==> config.mk <==
export PLATFORM = sky130hd
export DESIGN_NAME = alu_arbiter
export DESIGN_NICKNAME = d
export VERILOG_FILES = /design/src/rtl/alu_arbiter.sv
export SDC_FILE = /design/constraint.sdc
export NUM_CORES = 1
export LEC_CHECK = 0
export ABC_CLOCK_PERIOD_IN_PS = 2900
export CORE_MARGIN = 5
export CORE_UTILIZATION = 43
export DETAILED_ROUTE_END_ITERATION = 6
export PLACE_DENSITY = 0.84
export SYNTH_ARGS = -nofsm -noshare
export SYNTH_HDL_FRONTEND = slang
export SYNTH_SLANG_ARGS = --single-unit
==> constraint.sdc <==
create_clock -name clk -period 2.9 [get_ports clk]
set_clock_uncertainty 0.05 [all_clocks]
set_input_delay 0.58 -clock clk [delete_from_list [all_inputs] [get_ports clk]]
set_output_delay 0.58 -clock clk [all_outputs]
set_load 0.01 [all_outputs]
==> src/rtl/alu_arbiter.sv <==
// Two-requester round-robin front end for a single shared combinational ALU.
// Each accepted request takes IDLE -> EXEC -> RESP, so a result is returned two cycles after its handshake.
module alu_arbiter #(
   parameter int DW = 4,
   parameter int SW = 3
) (
   input  logic          clk,
   input  logic          rst,
   input  logic          req0_valid,
   input  logic          req1_valid,
   output logic          req0_ready,
   output logic          req1_ready,
   input  logic [DW-1:0] req0_a,
   input  logic [DW-1:0] req0_b,
   input  logic [SW-1:0] req0_sel,
   input  logic [DW-1:0] req1_a,
   input  logic [DW-1:0] req1_b,
   input  logic [SW-1:0] req1_sel,
   output logic [DW-1:0] alu_a,
   output logic [DW-1:0] alu_b,
   output logic [SW-1:0] alu_sel,
   input  logic [DW:0]   alu_out,
   output logic          rsp_valid,
   output logic          rsp_id,
   output logic [DW:0]   rsp_data,
   output logic          busy,
   output logic [7:0]    op_count
);

   typedef enum logic [1:0] {IDLE, EXEC, RESP} state_t;

   state_t state, state_nxt;
   logic   last_grant;
   logic   grant;
   logic   gnt_id;
   logic   hs;

   logic [1:0][DW-1:0] a_vec, b_vec;
   logic [1:0][SW-1:0] sel_vec;

   assign a_vec   = {req1_a, req0_a};
   assign b_vec   = {req1_b, req0_b};
   assign sel_vec = {req1_sel, req0_sel};

   // Contention goes to whoever did not win last; a lone requester always wins.
   always_comb begin
      state_nxt = state;
      hs        = 1'b0;
      grant     = (req0_valid && req1_valid) ? ~last_grant : req1_valid;
      case (state)
         IDLE: if (req0_valid || req1_valid) begin
            hs        = 1'b1;
            state_nxt = EXEC;
         end
         EXEC:    state_nxt = RESP;
         RESP:    state_nxt = IDLE;
         default: state_nxt = IDLE;
      endcase
      // Reset overrides any handshake offered in the same cycle.
      if (rst) begin
         hs = 1'b0;
      end
   end

   assign req0_ready = hs && !grant;
   assign req1_ready = hs && grant;
   assign rsp_valid  = (state == RESP);
   assign busy       = (state != IDLE);

   always_ff @(posedge clk) begin
      if (rst) begin
         state      <= IDLE;
         last_grant <= 1'b1;
         gnt_id     <= 1'b0;
         alu_a      <= '0;
         alu_b      <= '0;
         alu_sel    <= '0;
         rsp_data   <= '0;
         rsp_id     <= 1'b0;
         op_count   <= '0;
      end else begin
         state <= state_nxt;
         if (hs) begin
            alu_a      <= a_vec[grant];
            alu_b      <= b_vec[grant];
            alu_sel    <= sel_vec[grant];
            gnt_id     <= grant;
            last_grant <= grant;
         end
         if (state == EXEC) begin
            rsp_data <= alu_out;
            rsp_id   <= gnt_id;
         end
         if (state == RESP) begin
            op_count <= op_count + 8'd1;
         end
      end
   end

endmodule
# [Yosys cells after proc, flatten, opt, wreduce, memory -nomap -nowiden]
# Index checks and enable logic that the tools add are counted.
[word_totals] register_bits=29 latchBits=0 mem_bits_rw=0 mem_bits_ro=0 inputBits=31 n_memories=0
[classes] n_addsub=1 mul=0 n_div=0 magnitude_cmp=1 n_eq_ne=3 shift=0 n_mux=12 bitwise=1 reduce_logical=7
[op_table] cell="$mux W4" count=4
[op_table] cell="$add A8 B1 Y8 const B" count=1
[op_table] cell="$mux W3" count=2
[op_table] cell="$mux W1" count=4
[op_table] cell="$pmux W2 S2" count=1
[op_table] cell="$logic_and A1 B1 Y1" count=3
[op_table] cell="$eq A2 B1 Y1 const B" count=1
[op_table] cell="$eq A2 B2 Y1 const B" count=1
[op_table] cell="$logic_not A2 Y1" count=1
[op_table] cell="$lt A1 B2 Y1 const B" count=1
[op_table] cell="$mux W2" count=1
[op_table] cell="$ne A2 B2 Y1 const B" count=1
[op_table] cell="$reduce_bool A2 Y1" count=1
[op_table] cell="$logic_not A1 Y1" count=1
[op_table] cell="$logic_or A1 B1 Y1" count=1
[op_table] cell="$not A1 Y1" count=1

# [Longest topological paths before layout]
# Gate-level depths: netlist of run 1.
[logic_depth] depth_word=5 depth_mapped=5 depth_no_buf=4

# [Least setup slack after synthesis of run 1]
# No wires, ideal clock.
[synth_timing] kind="input to output" from="in req1_valid" to="out req0_ready" t_arrival_ns=1.291 path_slack_ns=0.979 cell_stages=3 path_cell_list="a21boi_4 buf_6 nor4_1"
[synth_via] elab_chain_len=5 elab_cells_between_ends=8
[synth_rtl] element="start: declaration" line="10" rtl="input logic req1_valid,"
[synth_rtl] element="$logic_or A1 B1 Y1" line="51" rtl="IDLE: if (req0_valid || req1_valid) begin"
[synth_rtl] element="$mux W1" line="51"
[synth_rtl] element="$mux W1" line="50" rtl="case (state)"
[synth_rtl] element="$mux W1" line="60" rtl="if (rst) begin"
[synth_rtl] element="$logic_and A1 B1 Y1 *" line="65" rtl="assign req0_ready = hs && !grant;"
[synth_rtl] element="end: declaration" line="11" rtl="output logic req0_ready,"
# Every way passes the cells marked *; elsewhere a longest branch is shown, timed or not.

# [Final worst setup path of run 1]
[layout_timing] from="in req0_valid" to="out req1_ready"
[layout_via] elab_chain_len=5 elab_cells_between_ends=7
[layout_rtl] element="start: declaration" line="9" rtl="input logic req0_valid,"
[layout_rtl] element="$logic_or A1 B1 Y1" line="51"
[layout_rtl] element="$mux W1" line="51"
[layout_rtl] element="$mux W1" line="50"
[layout_rtl] element="$mux W1" line="60"
[layout_rtl] element="$logic_and A1 B1 Y1 *" line="66" rtl="assign req1_ready = hs && grant;"
[layout_rtl] element="end: declaration" line="12" rtl="output logic req1_ready,"
# Marks and branches as above.

==> impl_metrics.csv, run 1 <==
group,metric,value,unit
status,run_status,"finished clean",
clocking,cts_htree_levels,2,
detailed_routing,post_drt_wl_per_cell,15.3,µm
detailed_routing,detailedRoute.firstIterationViolations,63,
clocking,cts-root-to-sink-buffers,2,
timing,rsz_0062_raised_after_global_routing,"no",
timing,hold_ws,0.435,ns
finish,area_delta_synth_final,51.8,%
clocking,tritoncts_num_sinks,29,
pwr,max-vdd-ir-drop,0.323,mV
detailed_routing,routed-via-count,1223,
clocking,post-cts-setup-buffer-count,0,
timing,timing.slew.headroom,69.9,%
yosys,register_bit_count_reported_by_yosys,29,
die,die_h,64.6,µm
yosys,yosysWarnings,0,
placed_design,gp_congestion,0.881,
clocking,holdBufCountCts,0,
die,die-width,64.6,µm
setup_path,startpoint_type,"input pin",
yosys,yosysSeqAreaShare,45.4,%
pwr,pwr-share-seq,50.3,%
finish,final_util,69.3,%
setup_path,critPathKind,"in2out",
clocking,cts_buffers,5,
die,num_rows,19,
clocking,clk_latency,0.32,ns
timing,number_of_pins_exceeding_their_max_slew_limit_in_the_final_report,0,
grt,grt_pass1_wl,5.62,mm
clocking,clk_root_buffer_cell,"clkbuf_4",
detailed_routing,wl_met3,239,µm
yosys,synth.top_cells.by_area,"dfxtp_1, mux2i_1, a211oi_1",
detailed_routing,met2WireLength,1.63,mm
pwr,p_leak,0.761,nW
setup_path,crit_path_arrival_time,2.13,ns
detailed_routing,detail_route.wirelength.met1,1.52,mm
yosys,synth_largest_type_area_fraction,45.4,%
finish,insertedDiodeCount,0,
timing,timing.fmax,362,MHz
clocking,tritoncts,"built",
yosys,synth.distinct_cells,36,
min_path,worstHoldPathType,"reg2reg",
detailed_routing,route.antenna.remaining_nets,0,
setup_path,critPathMaxFanout,4,
yosys,post-synth-top-area-cell,"dfxtp_1",
detailed_routing,drt_first_pass_iters,4,
grt,grt_util_all_layers,17.4,%
grt,grt_start_max_net_pins,26,
pwr,cell_area_power_density,452,mW/mm²
finish,final_nets,223,
detailed_routing,vias_per_cell,5.48,
die,floorplan.die_area,0.00417,mm²
timing,finalSetupTns,0,ns
detailed_routing,detail_route.drc_violations,0,
detailed_routing,wl,3.42,mm
clocking,clk_pin_slew,0.09,ns
run,maxCapViolations,0,
timing,slew_at_the_pin_closest_to_its_max_slew_limit,0.451,ns
timing,period_share,95.3,%
timing,finalHoldViolations,0,
placed_design,port_buffers,59,
setup_path,end_kind,"primary output",
die,ios,60,
yosys,netlist_area,0.00128,mm²
timing,period_needed,2.76,ns
pwr,clock_power_share,25.8,%
pwr,share_comb_of_total_power,23.8,%
grt,via_count_of_the_first_global_routing_pass,1231,
grt,antenna_violations_before_repair,0,
die,core_region_area,0.00281,mm²
yosys,mean_area_per_synthesized_cell,9.85,µm²
pwr,power.internal,637,µW
pwr,totalPowerFinal,879,µW
finish,fraction_of_final_layout_cells_with_drive_strength_greater_than_1,7.81,%
die,floorplan.initialDensity,45.6,%
pwr,p_sw,242,µW
pwr,p_sw_share,27.5,%
detailed_routing,top_layer,"met4",
clocking,post_cts_resized,0,
setup_path,crit_required,2.27,ns
grt,grt.overflow.total,0,
yosys,syn-instance-count,130,
timing,setup_violation_total_in_the_final_timing_report,0,
yosys,syn-num-nets,162,
worst max-delay path, stage by stage:
cell	delay [ns]
clkdlybuf4s50_1	0.56
nor2_1	0.10
nor3_1	0.18
and2_1	0.17
clkdlybuf4s50_1	0.54
power by group through the flow:
| stage | combinational, mW | clock, mW | sequential, mW |
|---|---|---|---|
| after floorplan | 0.0898 | 0 | 0.458 |
| after global placement | 0.203 | 0 | 0.450 |
| final | 0.209 | 0.227 | 0.442 |
| after detailed placement | 0.209 | 0 | 0.450 |
| after global routing | 0.226 | 0.263 | 0.445 |
| after CTS | 0.210 | 0.235 | 0.442 |
stage by stage:
step	std cells	instance area [µm²]	setup WS (ns)
finish	223	1940	0.135
global route	223	1940	0.0349
floorplan	130	1280	0.979
detailed placement	215	1890	0.129
CTS	223	1940	0.130
global placement	215	1890	0.175
registers in the layout, indices dropped and copies added, names as in the netlist:
name	count
op_count	8
rsp_data	5
alu_a	4
alu_b	4
last_grant	1
rsp_id	1
gnt_id	1
alu_sel	3
state	2
per-layer routing:
metal  track usage [%]  vias up
met5                 0        -
met4              6.33        0
met3              7.60        4
met2              28.2       47
met1              20.5      567
li1                  -      605
kinds of logic after synthesis:
logic type	Yosys count	share of synthesized area [%]
compound gates	34	18.2
simple gates	33	14.6
flops	29	45.4
fa+ha+maj	1	0.977
buf+inv	12	4.59
xor+xnor	2	1.37
mux	19	15.0
path summary, 6_finish.rpt:
path	start	endpoint	slack (ns)	cells after the start
setup / recovery	req0_valid	req1_ready	0.14	5
hold / removal	op_count[7]$_SDFFE_PP0P_	op_count[7]$_SDFFE_PP0P_	0.44	2
setup reg to reg	op_count[0]$_SDFFE_PP0P_	op_count[6]$_SDFFE_PP0P_	1.48	4
hold reg to reg	op_count[7]$_SDFFE_PP0P_	op_count[7]$_SDFFE_PP0P_	0.44	2
cell type report:
cell class / count / area (µm²)
timing repair buffer: 63 / 621
multi-input combinational: 89 / 641
tap: 31 / 38.8
clock buffer: 6 / 41.3
fill: 226 / 862
sequential: 29 / 581
inverter: 3 / 11.3
clock inverter: 2 / 10.0
cell usage in the layout (no fill, tap or decap), types with 2 or more instances in the layout:
cell and count:
nor2_1 12, buf_4 4, nand2_1 2, nand3_1 3
a211oi_1 9, o31ai_1 3, a31oi_1 9, a21oi_1 7
clkbuf_4 5, a311oi_1 2, o21ai_0 3, dfxtp_1 29
mux2i_1 18, clkdlybuf4s50_1 59, nand4_1 2, or4_1 3
clkinv_2 2
cell usage after synthesis (all sizes together):
master / instances
and2b: 1
dfxtp: 29
ha: 1
buf: 7
mux2: 1
nand2: 2
a211oi: 9
nor4: 1
a21oi: 7
nor2b: 1
and2: 1
o21ai: 3
a31oi: 9
nand2b: 1
or4: 3
nand3b: 2
inv: 2
xor2: 1
o31ai: 3
or3: 1
nand4: 2
nor3: 1
nor2: 13
a21boi: 1
or2: 1
a311oi: 2
clkinv: 1
mux2i: 18
xnor2: 1
clkbuf: 2
nand3: 3
Note: power is estimated with default switching activity, not from simulation.
==> run 2: changes to the inputs <==
- GPL_ROUTABILITY_DRIVEN: not set -> 0
==> results of run 2 <==
No change in the layout: final DEF, timing and power equal those of run 1.
==> run 3: changes to the inputs <==
- ABC_AREA: not set -> 1
- CORE_UTILIZATION: 43 -> 44
- PLACE_DENSITY: 0.84 -> 0.85
==> impl_metrics.csv, run 3 <==
group,metric,value,unit
die,floorplan.die_area,0.00430,mm²
setup_path,crit_required,2.27,ns
setup_path,crit_path_arrival_time,2.03,ns
clocking,clk_latency,0.33,ns
die,die-width,65.6,µm
pwr,power.internal,634,µW
clocking,cts_htree_levels,2,
placed_design,dp_cells,276,
finish,area_delta_synth_final,50.1,%
detailed_routing,drt_first_pass_iters,4,
detailed_routing,routed-via-count,1390,
clocking,cts-root-to-sink-buffers,2,
yosys,syn-num-nets,216,
setup_path,startpoint_type,"input pin",
setup_path,critPathTopFamily,"buffers and inverters",
finish,biggestRegsByFlops,"op_count x8, rsp_data x5",
die,core_region_area,0.00300,mm²
yosys,mean_area_per_synthesized_cell,7.38,µm²
status,run_status,"finished clean",
grt,grt.overflow.total,0,
setup_path,timing.critical_path.slowest_stage_cell,"clkdlybuf4s50_1",
setup_path,critPathMaxFanout,3,
min_path,holdCritStartpoint,"gnt_id$_SDFFE_PP0P_",
detailed_routing,wl,3.41,mm
clocking,holdBufCountCts,0,
setup_path,end_kind,"primary output",
pwr,p_sw_share,28.2,%
pwr,cell_area_power_density,433,mW/mm²
die,floorplan.initialDensity,45.2,%
setup_path,path_cells,"clkdlybuf4s50_1 > or2_1 > nand3_4 > inv_4 > nand2_1 > inv_1 > clkdlybuf4s50_1",
clocking,cts_buffers,5,
pwr,pwr-share-seq,49.6,%
finish,mostFrequentLayoutCells,"clkdlybuf4s50_1, nand2_1, dfxtp_1",
setup_path,crit_path_max_incr_delay,0.52,ns
timing,setup_violation_total_in_the_final_timing_report,0,
finish,fraction_of_final_layout_cells_with_drive_strength_greater_than_1,15.1,%
pwr,p_sw,249,µW
detailed_routing,route.antenna.remaining_nets,0,
min_path,worstHoldPathType,"reg2reg",
timing,number_of_pins_exceeding_their_max_slew_limit_in_the_final_report,0,
yosys,yosysWarnings,0,
yosys,post-synth-top-area-cell,"dfxtp_1",
placed_design,port_buffers,59,
yosys,synth_edf_count,0,
timing,timing.slew.headroom,81.5,%
pwr,p_leak,0.834,nW
clocking,post_cts_resized,0,
yosys,synth_most_common_cell,"nand2_1",
finish,final_common_cell,"clkdlybuf4s50_1",
grt,grt_pass1_wl,5.61,mm
yosys,synth.top_cells.by_area,"dfxtp_1, nand2_1, a21oi_2",
min_path,worst_hold_path_depth,2,
setup_path,cp_startpoint,"req0_valid",
clocking,clk_pin_slew,0.09,ns
timing,timing.fmax,376,MHz
setup_path,worst_r2r_path_depth,6,
pwr,totalPowerFinal,882,µW
finish,insertedDiodeCount,0,
finish,regMostFlops,"op_count",
placed_design,detailedPlacementHpwl,2.68,mm
detailed_routing,detail_route.drc_violations,0,
setup_path,total_buffers_and_inverters_traversed_by_the_critical_path,4,
yosys,yosysSeqAreaShare,42.7,%
yosys,syn-instance-count,184,
grt,grt_start_max_net_pins,15,
pwr,share_comb_of_total_power,24.3,%
yosys,synth_ff_type,"dfxtp_1",
yosys,synth_largest_type_area_fraction,42.7,%
run,maxCapViolations,0,
timing,period_needed,2.66,ns
pwr,clock_power_share,26.1,%
finish,finalNonFillerCells,284,
grt,via_count_of_the_first_global_routing_pass,1267,
setup_path,timing.rr.start,"state[0]$_SDFFE_PP0P_",
finish,final_nets,282,
die,ios,60,
timing,finalSetupTns,0,ns
clocking,tritoncts,"built",
setup_path,crit_cells,7,
timing,rsz_0062_raised_after_global_routing,"no",
yosys,synth.distinct_cells,22,
timing,period_share,91.6,%
detailed_routing,vias_per_cell,4.89,
yosys,yosys-top-cells-count,"nand2_1, dfxtp_1, nor2_1",
yosys,netlist_area,0.00136,mm²
grt,grt_util_all_layers,17.3,%
detailed_routing,detailedRoute.firstIterationViolations,50,
yosys,ys_async_sr_fraction,0,%
clocking,clk_root_buffer_cell,"clkbuf_4",
timing,finalHoldViolations,0,
finish,flip_flop_count_of_the_largest_register_all_copies_and_words_added,8,
die,die_h,65.6,µm
clocking,tritoncts_num_sinks,29,
pwr,max-vdd-ir-drop,0.213,mV
setup_path,critical-path-top-cell-by-count,"clkdlybuf4s50_1",
yosys,register_bit_count_reported_by_yosys,29,
setup_path,critPathKind,"in2out",
detailed_routing,post_drt_wl_per_cell,12.0,µm
timing,slew_at_the_pin_closest_to_its_max_slew_limit,0.277,ns
grt,antenna_violations_before_repair,0,
clocking,post-cts-setup-buffer-count,0,
die,num_rows,20,
run 3: worst register-to-register path: stages, from the launching register on:
cell	delay, ns
dfxtp_1	0.39
nor2_4	0.18
nand3_4	0.11
inv_4	0.06
buf_4	0.20
nand2_1	0.08
a21oi_1	0.13
run 3: cell type report:
class                      count  area (µm²)
inverter                      15        58.8
tap                           33        41.3
multi-input combinational    133         667
fill                         269         963
sequential                    29         581
timing repair buffer          66         643
clock buffer                   8        48.8
run 3: power by group through the flow:
| stage | combinational [mW] | clock (mW) | sequential [mW] |
|---|---|---|---|
| after floorplan | 0.101 | 0 | 0.455 |
| after global placement | 0.213 | 0 | 0.446 |
| after detailed placement | 0.216 | 0 | 0.447 |
| after CTS | 0.217 | 0.237 | 0.438 |
| after global routing | 0.236 | 0.268 | 0.442 |
| final | 0.215 | 0.230 | 0.438 |
run 3: logic make-up after synthesis:
kind of cell / count (synthesis) / synth area share (%)
AOI/OAI and AO/OA: 27 / 12.5
adders and majority gates: 1 / 0.921
DFF: 29 / 42.7
and+or+nand+nor: 105 / 35.6
buffers and inverters: 22 / 8.20
run 3: per-layer routing:
layer	GRT usage (%)	vias up	wire, µm
met2	28.3	60	1570
met4	8.55	0	70
met3	7.69	7	382
li1	-	717	-
met5	0	-	0
met1	18.8	606	1390
run 3: worst paths after layout:
| kind | end | slack (ns) |
|---|---|---|
| max | req0_ready | 0.24 |
| min | rsp_id$_SDFFE_PP0N_ | 0.42 |
| max reg2reg | alu_sel[1]$_SDFFE_PP0P_ | 1.63 |
| min reg2reg | rsp_id$_SDFFE_PP0N_ | 0.42 |
run 3: stage by stage:
stage               worst slack [ns]  cell area [µm²]  hold slack (ns)  utilization, %
detailed placement             0.249             1990            0.413            66.3
global placement               0.277             1990            0.402            66.3
global route                   0.146             2040            0.449            67.9
CTS                            0.236             2040            0.427            67.9
floorplan                       1.11             1360            0.380               -
finish                         0.243             2040            0.424            67.9
